--- src/rtl/control_sequencer.sv ---
// Microcoded five-step fetch/execute sequencer for the 8-bit bus computer.
// Optional flags register and conditional jumps are enabled by defining COND_JUMP_EN.
module control_sequencer (
  input  logic       clk,
  input  logic       rst_n,
  input  logic [3:0] opcode,
  input  logic       carry_in,
  input  logic       zero_in,
  output logic       hlt,
  output logic       mi,
  output logic       ri,
  output logic       ro,
  output logic       ii,
  output logic       io,
  output logic       ai,
  output logic       ao,
  output logic       bi,
  output logic       eo,
  output logic       su,
  output logic       oi,
  output logic       ce,
  output logic       co,
  output logic       j,
  output logic       fi,
  output logic [2:0] step
);

  localparam logic [2:0] T0 = 3'd0;
  localparam logic [2:0] T1 = 3'd1;
  localparam logic [2:0] T2 = 3'd2;
  localparam logic [2:0] T3 = 3'd3;
  localparam logic [2:0] T4 = 3'd4;

  localparam logic [3:0] OP_LDA = 4'b0001;
  localparam logic [3:0] OP_ADD = 4'b0010;
  localparam logic [3:0] OP_SUB = 4'b0011;
  localparam logic [3:0] OP_STA = 4'b0100;
  localparam logic [3:0] OP_LDI = 4'b0101;
  localparam logic [3:0] OP_JMP = 4'b0110;
  localparam logic [3:0] OP_JC  = 4'b0111;
  localparam logic [3:0] OP_JZ  = 4'b1000;
  localparam logic [3:0] OP_OUT = 4'b1110;
  localparam logic [3:0] OP_HLT = 4'b1111;

  typedef struct packed {
    logic hlt;
    logic mi;
    logic ri;
    logic ro;
    logic ii;
    logic io;
    logic ai;
    logic ao;
    logic bi;
    logic eo;
    logic su;
    logic oi;
    logic ce;
    logic co;
    logic j;
    logic fi;
  } ctrl_t;

  logic [2:0] step_q;
  logic       halted;
  logic       carry_flag;
  logic       zero_flag;
  ctrl_t      dec;

  // Sequencer: step advances every clock until HLT freezes it at T2.
  always_ff @(posedge clk or negedge rst_n) begin
    if (!rst_n) begin
      step_q <= T0;
      halted <= 1'b0;
    end else if (!halted) begin
      if (step_q == T2 && opcode == OP_HLT) begin
        halted <= 1'b1;
      end else if (step_q >= T4) begin
        step_q <= T0;
      end else begin
        step_q <= step_q + 3'd1;
      end
    end
  end

`ifdef COND_JUMP_EN
  always_ff @(posedge clk or negedge rst_n) begin
    if (!rst_n) begin
      carry_flag <= 1'b0;
      zero_flag  <= 1'b0;
    end else if (fi) begin
      carry_flag <= carry_in;
      zero_flag  <= zero_in;
    end
  end
`else
  logic unused_flag_inputs;
  assign unused_flag_inputs = carry_in ^ zero_in;
  assign carry_flag = 1'b0;
  assign zero_flag  = 1'b0;
`endif

  // Microcode decode from registered step and the IR opcode.
  always_comb begin
    dec = '0;
    case (step_q)
      T0: begin
        dec.co = 1'b1;
        dec.mi = 1'b1;
      end
      T1: begin
        dec.ro = 1'b1;
        dec.ii = 1'b1;
        dec.ce = 1'b1;
      end
      T2: begin
        case (opcode)
          OP_LDA, OP_ADD, OP_SUB, OP_STA: begin
            dec.io = 1'b1;
            dec.mi = 1'b1;
          end
          OP_LDI: begin
            dec.io = 1'b1;
            dec.ai = 1'b1;
          end
          OP_JMP: begin
            dec.io = 1'b1;
            dec.j  = 1'b1;
          end
`ifdef COND_JUMP_EN
          OP_JC: begin
            dec.io = carry_flag;
            dec.j  = carry_flag;
          end
          OP_JZ: begin
            dec.io = zero_flag;
            dec.j  = zero_flag;
          end
`endif
          OP_OUT: begin
            dec.ao = 1'b1;
            dec.oi = 1'b1;
          end
          OP_HLT: dec.hlt = 1'b1;
          default: dec = '0;
        endcase
      end
      T3: begin
        case (opcode)
          OP_LDA: begin
            dec.ro = 1'b1;
            dec.ai = 1'b1;
          end
          OP_ADD, OP_SUB: begin
            dec.ro = 1'b1;
            dec.bi = 1'b1;
          end
          OP_STA: begin
            dec.ao = 1'b1;
            dec.ri = 1'b1;
          end
          default: dec = '0;
        endcase
      end
      T4: begin
        if (opcode == OP_ADD || opcode == OP_SUB) begin
          dec.eo = 1'b1;
          dec.ai = 1'b1;
          dec.su = (opcode == OP_SUB);
`ifdef COND_JUMP_EN
          dec.fi = 1'b1;
`endif
        end
      end
      default: dec = '0;
    endcase
  end

  // Reset forces everything low at once; halt leaves only hlt active.
  logic run_ok;
  assign run_ok = rst_n & ~halted;

  assign hlt  = rst_n & (halted | dec.hlt);
  assign mi   = run_ok & dec.mi;
  assign ri   = run_ok & dec.ri;
  assign ro   = run_ok & dec.ro;
  assign ii   = run_ok & dec.ii;
  assign io   = run_ok & dec.io;
  assign ai   = run_ok & dec.ai;
  assign ao   = run_ok & dec.ao;
  assign bi   = run_ok & dec.bi;
  assign eo   = run_ok & dec.eo;
  assign su   = run_ok & dec.su;
  assign oi   = run_ok & dec.oi;
  assign ce   = run_ok & dec.ce;
  assign co   = run_ok & dec.co;
  assign j    = run_ok & dec.j;
  assign fi   = run_ok & dec.fi;
  assign step = step_q;

endmodule
--- config.mk ---
export PLATFORM = sky130hd
export DESIGN_NAME = control_sequencer
export DESIGN_NICKNAME = d
export VERILOG_FILES = /design/src/rtl/control_sequencer.sv
export SDC_FILE = /design/constraint.sdc
export NUM_CORES = 1
export LEC_CHECK = 0
export ABC_AREA = 1
export CAP_MARGIN = 10
export CELL_PAD_IN_SITES_DETAIL_PLACEMENT = 2
export CELL_PAD_IN_SITES_GLOBAL_PLACEMENT = 2
export CORE_ASPECT_RATIO = 1.75
export CORE_MARGIN = 2
export CORE_UTILIZATION = 16
export DETAILED_ROUTE_END_ITERATION = 10
export PLACE_DENSITY = 0.8
export REMOVE_ABC_BUFFERS = 1
export SLEW_MARGIN = 20
export SYNTH_ARGS = -nofsm -noshare
export SYNTH_HDL_FRONTEND = slang
export SYNTH_SLANG_ARGS = --single-unit
--- constraint.sdc ---
create_clock -name clk -period 1.45 [get_ports clk]
set_input_delay 0.3625 -clock clk [delete_from_list [all_inputs] [get_ports clk]]
set_output_delay 0.3625 -clock clk [all_outputs]
set_load 0.1 [all_outputs]
-- Word level (Yosys, flattened, before mapping)
Cells that the tools add are included.
W data, S select, Z words.
- word-level logic and storage cells: 71
- register bits: 4
- multiplexer cells: 27
- magnitude comparators: 1
- reduce and logical (&&, ||, !) cells: 8
- eq/ne operators: 12
- add/sub/neg operators: 1
- bitwise gates (word level): 20
- operators by type and width (cell ; count):
    $mux W1 ; 19
    $and A1 B1 Y1 ; 17
    $eq A4 B3 Y1 const B ; 3
    $eq A4 B2 Y1 const B ; 2
    $eq A4 B4 Y1 const B ; 2
    $pmux W2 S2 ; 2
    $eq A3 B2 Y1 const B ; 2
    $mux W2 ; 3
    $reduce_or A6 Y1 ; 1
    $eq A4 B1 Y1 const B ; 1
    $reduce_or A4 Y1 ; 1
    $add A3 B1 Y3 const B ; 1
    $eq A3 B1 Y1 const B ; 1
    $eq A3 B3 Y1 const B ; 1
    $ge A3 B3 Y1 const B ; 1
    $logic_not A3 Y1 ; 1
    $mux W3 ; 1
    $pmux W1 S3 ; 1
    $reduce_or A3 Y1 ; 1
    $not A1 Y1 ; 2
    $pmux W1 S2 ; 1
    $reduce_and A2 Y1 ; 1
    $reduce_or A2 Y1 ; 1
    $logic_and A1 B1 Y1 ; 1
    2 further kinds ; 2

-- Logic depth before layout (Yosys ltp)
- depth after elaboration: 5
- mapped depth: 8
- gate-level depth less buffers: 8

-- Worst setup path after synthesis
OpenSTA, ideal clock, no wires.
- path kind: register to output
- from: register step_q[0] (netlist: step[0])
- to: output port bi
- slack: -3261 ps
- required time: 1087 ps
- arrival: 4349 ps
- stages on the path, launching flop included: 5
- buffers on the path: 0
- cells stage by stage: dfrtp_1 ha_1 ha_1 nand2_1 nor4_1
- cells in the longest elaborated chain, start to end: 3
- ends and longest elaborated chain (item ; line ; RTL):
    start, declared ; 64 ; logic [2:0] step_q;
    start signal, assigned ; 81 ; step_q <= step_q + 3'd1;
    $eq A3 B2 Y1 ; 106 ; case (step_q)
    $pmux W2 S2 * ; 106 ;
    $and A1 B1 Y1 * ; 191 ; assign bi = run_ok & dec.bi;
    end, declared ; 17 ; output logic bi,
Every way passes the cells marked *; elsewhere a longest branch is shown, timed or not.

-- Worst setup path after layout
- from: register step_q[0] (netlist: step[0])
- to: output port eo
- cells in the longest elaborated chain, start to end: 3
- ends and longest elaborated chain (item ; line ; RTL):
    $eq A3 B3 Y1 ; 106 ;
    $mux W2 ; - ;
    $and A1 B1 Y1 ; 192 ; assign eo = run_ok & dec.eo;
    end, declared ; 18 ; output logic eo,
Every way passes these cells.

==> flow_metrics.tcl <==
set metrics [dict create \
    io-pin-count 27 \
    synth_ff_type "dfrtp_1" \
    cts.clk_slew.worst_paths_ns 0.03 \
    dieArea_um2 3620 \
    first_pass_iters 2 \
    netlist.top_cell.by_area "dfrtp_1" \
    synth_cell_types 21 \
    fin_setup_tns_ns -7.49 \
    max-vdd-ir-drop_mv 0.385 \
    arrival_ns 1.64 \
    synth_async_sr_flop_share_pct 100 \
    routedWlPerCell_um 17.2 \
    syn_inst 83 \
    antenna_left 0 \
    gr-usage-all-layers_pct 17.2 \
    crit_path_end_kind "output pin" \
    yosys_warnings 0 \
    cp-start-kind "flop" \
    via_per_inst 4.40 \
    final_util_pct 51.1 \
    final_area_um2 1510 \
    hold_path_class "primary input to async pin" \
    synthTopCellsByArea "dfrtp_1 (20%), nand2_1 (15%), ha_1 (12%)" \
    synth_edf_count 0 \
    num_vias 788 \
    cts_buffers 3 \
    antenna_found_initial 0 \
    slew_violations 0 \
    instances_no_fill 179 \
    area_growth_pct 202 \
    coreArea_um2 2960 \
    drive_above_1_share_pct 77.4 \
    ctsRootBufferMaster "clkbuf_8" \
    fmax_mhz 499 \
    path_class "flop to output pin" \
    status "finished with violations" \
    p_leak_nw 0.631 \
    fin_skew_ns 0.00179 \
    die-height_um 78.1 \
    path_max_fanout 3 \
    max_cap_violations 0 \
    placed_cell_area_um2 1090 \
    initial_utilization_pct 16.9 \
    fin_ws_ns -0.556 \
    dp_slack_ns -0.758 \
    min_period_ns 2.01 \
    diodes 0 \
    critPathBufInv 5 \
    synth_most_common_cell "nand2_1" \
    syn_area_um2 502 \
    yosys.area.top_type_share_pct 20.0 \
    cpPeakStageDelay_ns 0.40 \
    portBuffers 23 \
    ys_seq_area_share_pct 20.0 \
    finalSetupViolCount 17 \
    violations "setup timing" \
    dp_hpwl_mm 2.02 \
    clock-sinks 4 \
    routabilityCongestion 0.785 \
    required_ns 1.09 \
    wirelength_mm 3.08 \
    clk_latency_ns 0.22 \
    slowest_stage "dfrtp_1" \
    cts_tree "done" \
    row_count 26 \
    worstPathCellList "inv_2 -> buf_4 -> ha_4 -> nand2_4 -> inv_4 -> nand3_4 -> buf_6 -> nor2_4 -> buf_12" \
    cts_buffer_depth 2 \
    die_w_um 46.3 \
    dp_cells 165 \
    crit_family "buffers and inverters" \
    yosys_register_bits 4 \
    synth_commonest_cells "nand2_1 (20), inv_1 (11), nor2_1 (11)" \
    drc 0 \
    syn_avg_cell_area_um2 6.04 \
    hold_viol 0 \
    overflow 0 \
    drt_iter0_drc 13 \
    fin_nets 152 \
    grt_pass1_vias 927 \
    grt_pass1_wl_mm 4.46 \
    fin_crit_sh_pct 138 \
    h-tree-depth 1 \
    grt_max_degree 6 \
    power_density_nw_per_um2 300 \
    rsz0062_at_grt "true" \
]
through the flow:
| step | hold slack (ns) | total power [mW] |
|---|---|---|
| final | 0.271 | 0.454 |
| after global routing | 0.293 | 0.479 |
| after CTS | 0.270 | 0.450 |
| after detailed placement | 0.571 | 0.200 |
| after global placement | 0.534 | 0.196 |
| after floorplan | 0.0669 | 0.154 |
cell usage in the layout (no fill, tap or decap), types with 3 or more instances in the layout:
master,instances
buf_4,25
nand2_4,3
nor2_2,5
nand2_1,14
nand2_2,4
dlygate4sd2_1,4
inv_2,10
nand3_4,4
buf_12,18
nor2_4,8
buf_6,5
inv_1,4
clkbuf_8,3
ha_4,5
timing repair:
item                                    4_1_cts  5_1_grt
endpoints found under the setup margin       16       20
hold endpoints to repair                      0        0
resized for setup                            60       22
pin swaps                                    12        8
hold buffers                                  0        0
buffers inserted                              4        7
cell type report:
class | instances | area [um2]
Fill cell | 289 | 1450
Timing Repair Buffer | 53 | 644
Multi-Input combinational cell | 61 | 608
Sequential cell | 4 | 103
Inverter | 16 | 65.1
Tap cell | 42 | 52.6
Clock buffer | 3 | 41.3
kinds of logic after synthesis:
kind of cell	count (synthesis)	synth area share, %
flops	4	20.0
compound gates	7	7.23
simple gates	48	44.6
fa+ha+maj	5	12.5
other cells	1	0.747
buf+inv	18	15.0
metal layers:
layer	track usage (%)	vias to the layer above	routed length, um	share of wire (%)
met5	0	-	0	0
met3	1.38	10	109	3.5
met1	14.5	383	889	29
met4	7.14	0	133	4.3
met2	35.7	34	1950	63
li1	-	361	-	-
power by group:
part | internal, mW | total, mW | switching [mW]
clock | 0.177 | 0.235 | 0.0576
combinational | 0.0335 | 0.107 | 0.0737
sequential | 0.112 | 0.112 | 0
registers in the layout, indices dropped and copies added (netlist names):
register,count
step,3
halted,1
path summary, 6_finish.rpt:
check	start	end	slack [ns]	depth (start not counted)
max	step[0]	eo	-0.56	9
min	rst_n	step[2]	0.27	2
max reg2reg	step[0]	step[1]	0.04	9
min reg2reg	halted	step[2]	0.61	2
max in group asynchronous	rst_n	step[1]	1.04	2
min in group clk	halted	step[2]	0.61	2
(Power assumes the default switching activity.)
==> edit: new RTL, same flow settings <==
The option `COND_JUMP_EN` is turned on by a define.
--- a/src/rtl/control_sequencer.sv
+++ b/src/rtl/control_sequencer.sv
@@ -1,5 +1,7 @@
 // Microcoded five-step fetch/execute sequencer for the 8-bit bus computer.
 // Optional flags register and conditional jumps are enabled by defining COND_JUMP_EN.
+`define COND_JUMP_EN
+
 module control_sequencer (
   input  logic       clk,
   input  logic       rst_n,
Function: changed (Yosys sat finds a counterexample within 10 cycles, from zero or initial values and one cycle with rst_n low).
==> edit against the unedited design <==
The flow still finishes with violations (negative setup slack); power rose by 19%; sequential power rose by 50%; first-iteration DRC count fell by 62%; worst setup slack improved by 0.0039 ns; cell area rose by 19%; clock power rose by 9.8%; wire length rose by 35%; combinational power rose by 9%; area after synthesis rose by 37%; sequential cell count rose by 2; largest cell class is now multi-input combinational cells.
==> edit: results (changes against the unedited design) <==
| Metric | Value |
|---|---|
| Clk_lat worst skew | 0.23 ns |
| Worst Setup SP | step[0]$_DFFE_PN0P_ |
| Final setup fails | 18 (+1) |
| FILL cells | 435 (+51%) |
| Crit Reg-Reg Startpoint | step[1]$_DFFE_PN0P_ |
| Final setup margin | -0.552 ns (+0.00386 ns) |
| Vias | 949 (+20%) |
| Count of cell types in the netlist | 23 (+9.5%) |
| Final nets | 185 (+22%) |
| Port Buffers | 26 (+13%) |
| Outcome | complete, but fails checks |
| Routed WL | 4150 um (+35%) |
| Tot GR Track Use | 17.3% (+0.11 points) |
| Largest net degree at the start of global routing | 7 (+1) |
| Pleak | 0.762 nW (+21%) |
| DR pass1 iterations | 4 (+2) |
| Seq/Total Area, Yosys | 21.9% (+1.9 points) |
| Failing checks | negative setup slack |
| Peak supply drop | 0.000434 V (+13%) |
| Pre-CTS setup slack | -0.816 ns (-0.0583 ns) |
| HPWL after detailed placement | 2700 um (+34%) |
| Skew final | 0.00228 ns (+0.000482 ns) |
| Reg2reg setup slack | -0.18 ns (-0.22 ns) |
| GPL Wtd Cong | 0.858 (+9.2%) |
| Area contributors post-synth | dfrtp_1, nand2_1, nor2_1, ha_1, inv_1 |
| Max reg flops | 3 (unchanged) |
| Vias in the first global route | 1,176 (+27%) |
| First-pass GRT wire length | 6130 um (+37%) |
edit: cell types whose count changed after synthesis, moves of 2 or more:
cell     before  now
nor2_1       11   17
dfrtp_1       4    6
nand2_4       0    3
nor2_4        1    3
nand2_1      20   31
edit: path summary, 6_finish.rpt:
check	endpoint
setup / recovery	ao
hold / removal	carry_flag$_DFFE_PN0P_
setup reg to reg	zero_flag$_DFFE_PN0P_
hold reg to reg	zero_flag$_DFFE_PN0P_
max in group asynchronous	step[1]$_DFFE_PN0P_
min in group clk	zero_flag$_DFFE_PN0P_
edit: cell families after synthesis:
kind of cell	count (synthesis)	share of synthesized area (%)
fa+ha+maj	5	9.11
flops	6	21.9
simple gates	70	51.7
buf+inv	20	11.5
compound gates	7	5.83
edit: stage by stage:
stage | area, um2 | hold slack [ns] | instances | setup TNS (ns)
floorplan | 679 | 0.0669 | 107 | -28.11
global placement | 1380 | 0.466 | 207 | -11.16
detailed placement | 1380 | 0.484 | 207 | -12.26
CTS | 1700 | 0.291 | 217 | -7.53
global route | 1790 | 0.349 | 219 | -9.10
finish | 1790 | 0.320 | 219 | -7.86
edit: timing repair:
item | in CTS | in global routing
setup buffers | 9 | 5
pin swaps | 20 | 15
endpoints found under the setup margin | 21 | 21
hold endpoints to repair | 0 | 0
gates resized for setup | 66 | 23
edit: layout make-up:
| cell class | instances | area [um2] | share of cell area, % |
|---|---|---|---|
| Multi-Input combinational cell | 82 | 742 | 41.4 |
| Clock buffer | 3 | 41.3 | 2.30 |
| Timing Repair Buffer | 60 | 718 | 40.0 |
| Tap cell | 49 | 61.3 | 3.42 |
| Inverter | 19 | 78.8 | 4.39 |
| Sequential cell | 6 | 153 | 8.51 |
edit: worst max-delay path, stage by stage, from the launching register on:
cell and delay, ns:
dfrtp_2 0.44, ha_4 0.19, ha_4 0.16, inv_2 0.05, nor2_4 0.10, nand2_2 0.09, a21oi_4 0.18, buf_12 0.19
edit: metal layers:
layer | wire (um) | track usage (%) | part of all wire [%]
met5 | 0 | 0 | 0
met1 | 1320 | 16.0 | 32
met4 | 58 | 7.26 | 1.4
met2 | 2730 | 35.1 | 66
met3 | 50 | 0.993 | 1.2
edit: report_power, final:
part | leakage [nW] | internal [mW] | switching, mW
sequential | 0.0701 | 0.168 | 0
clock | 0.0216 | 0.179 | 0.0786
combinational | 0.671 | 0.0429 | 0.0737
total | 0.762 | 0.390 | 0.152
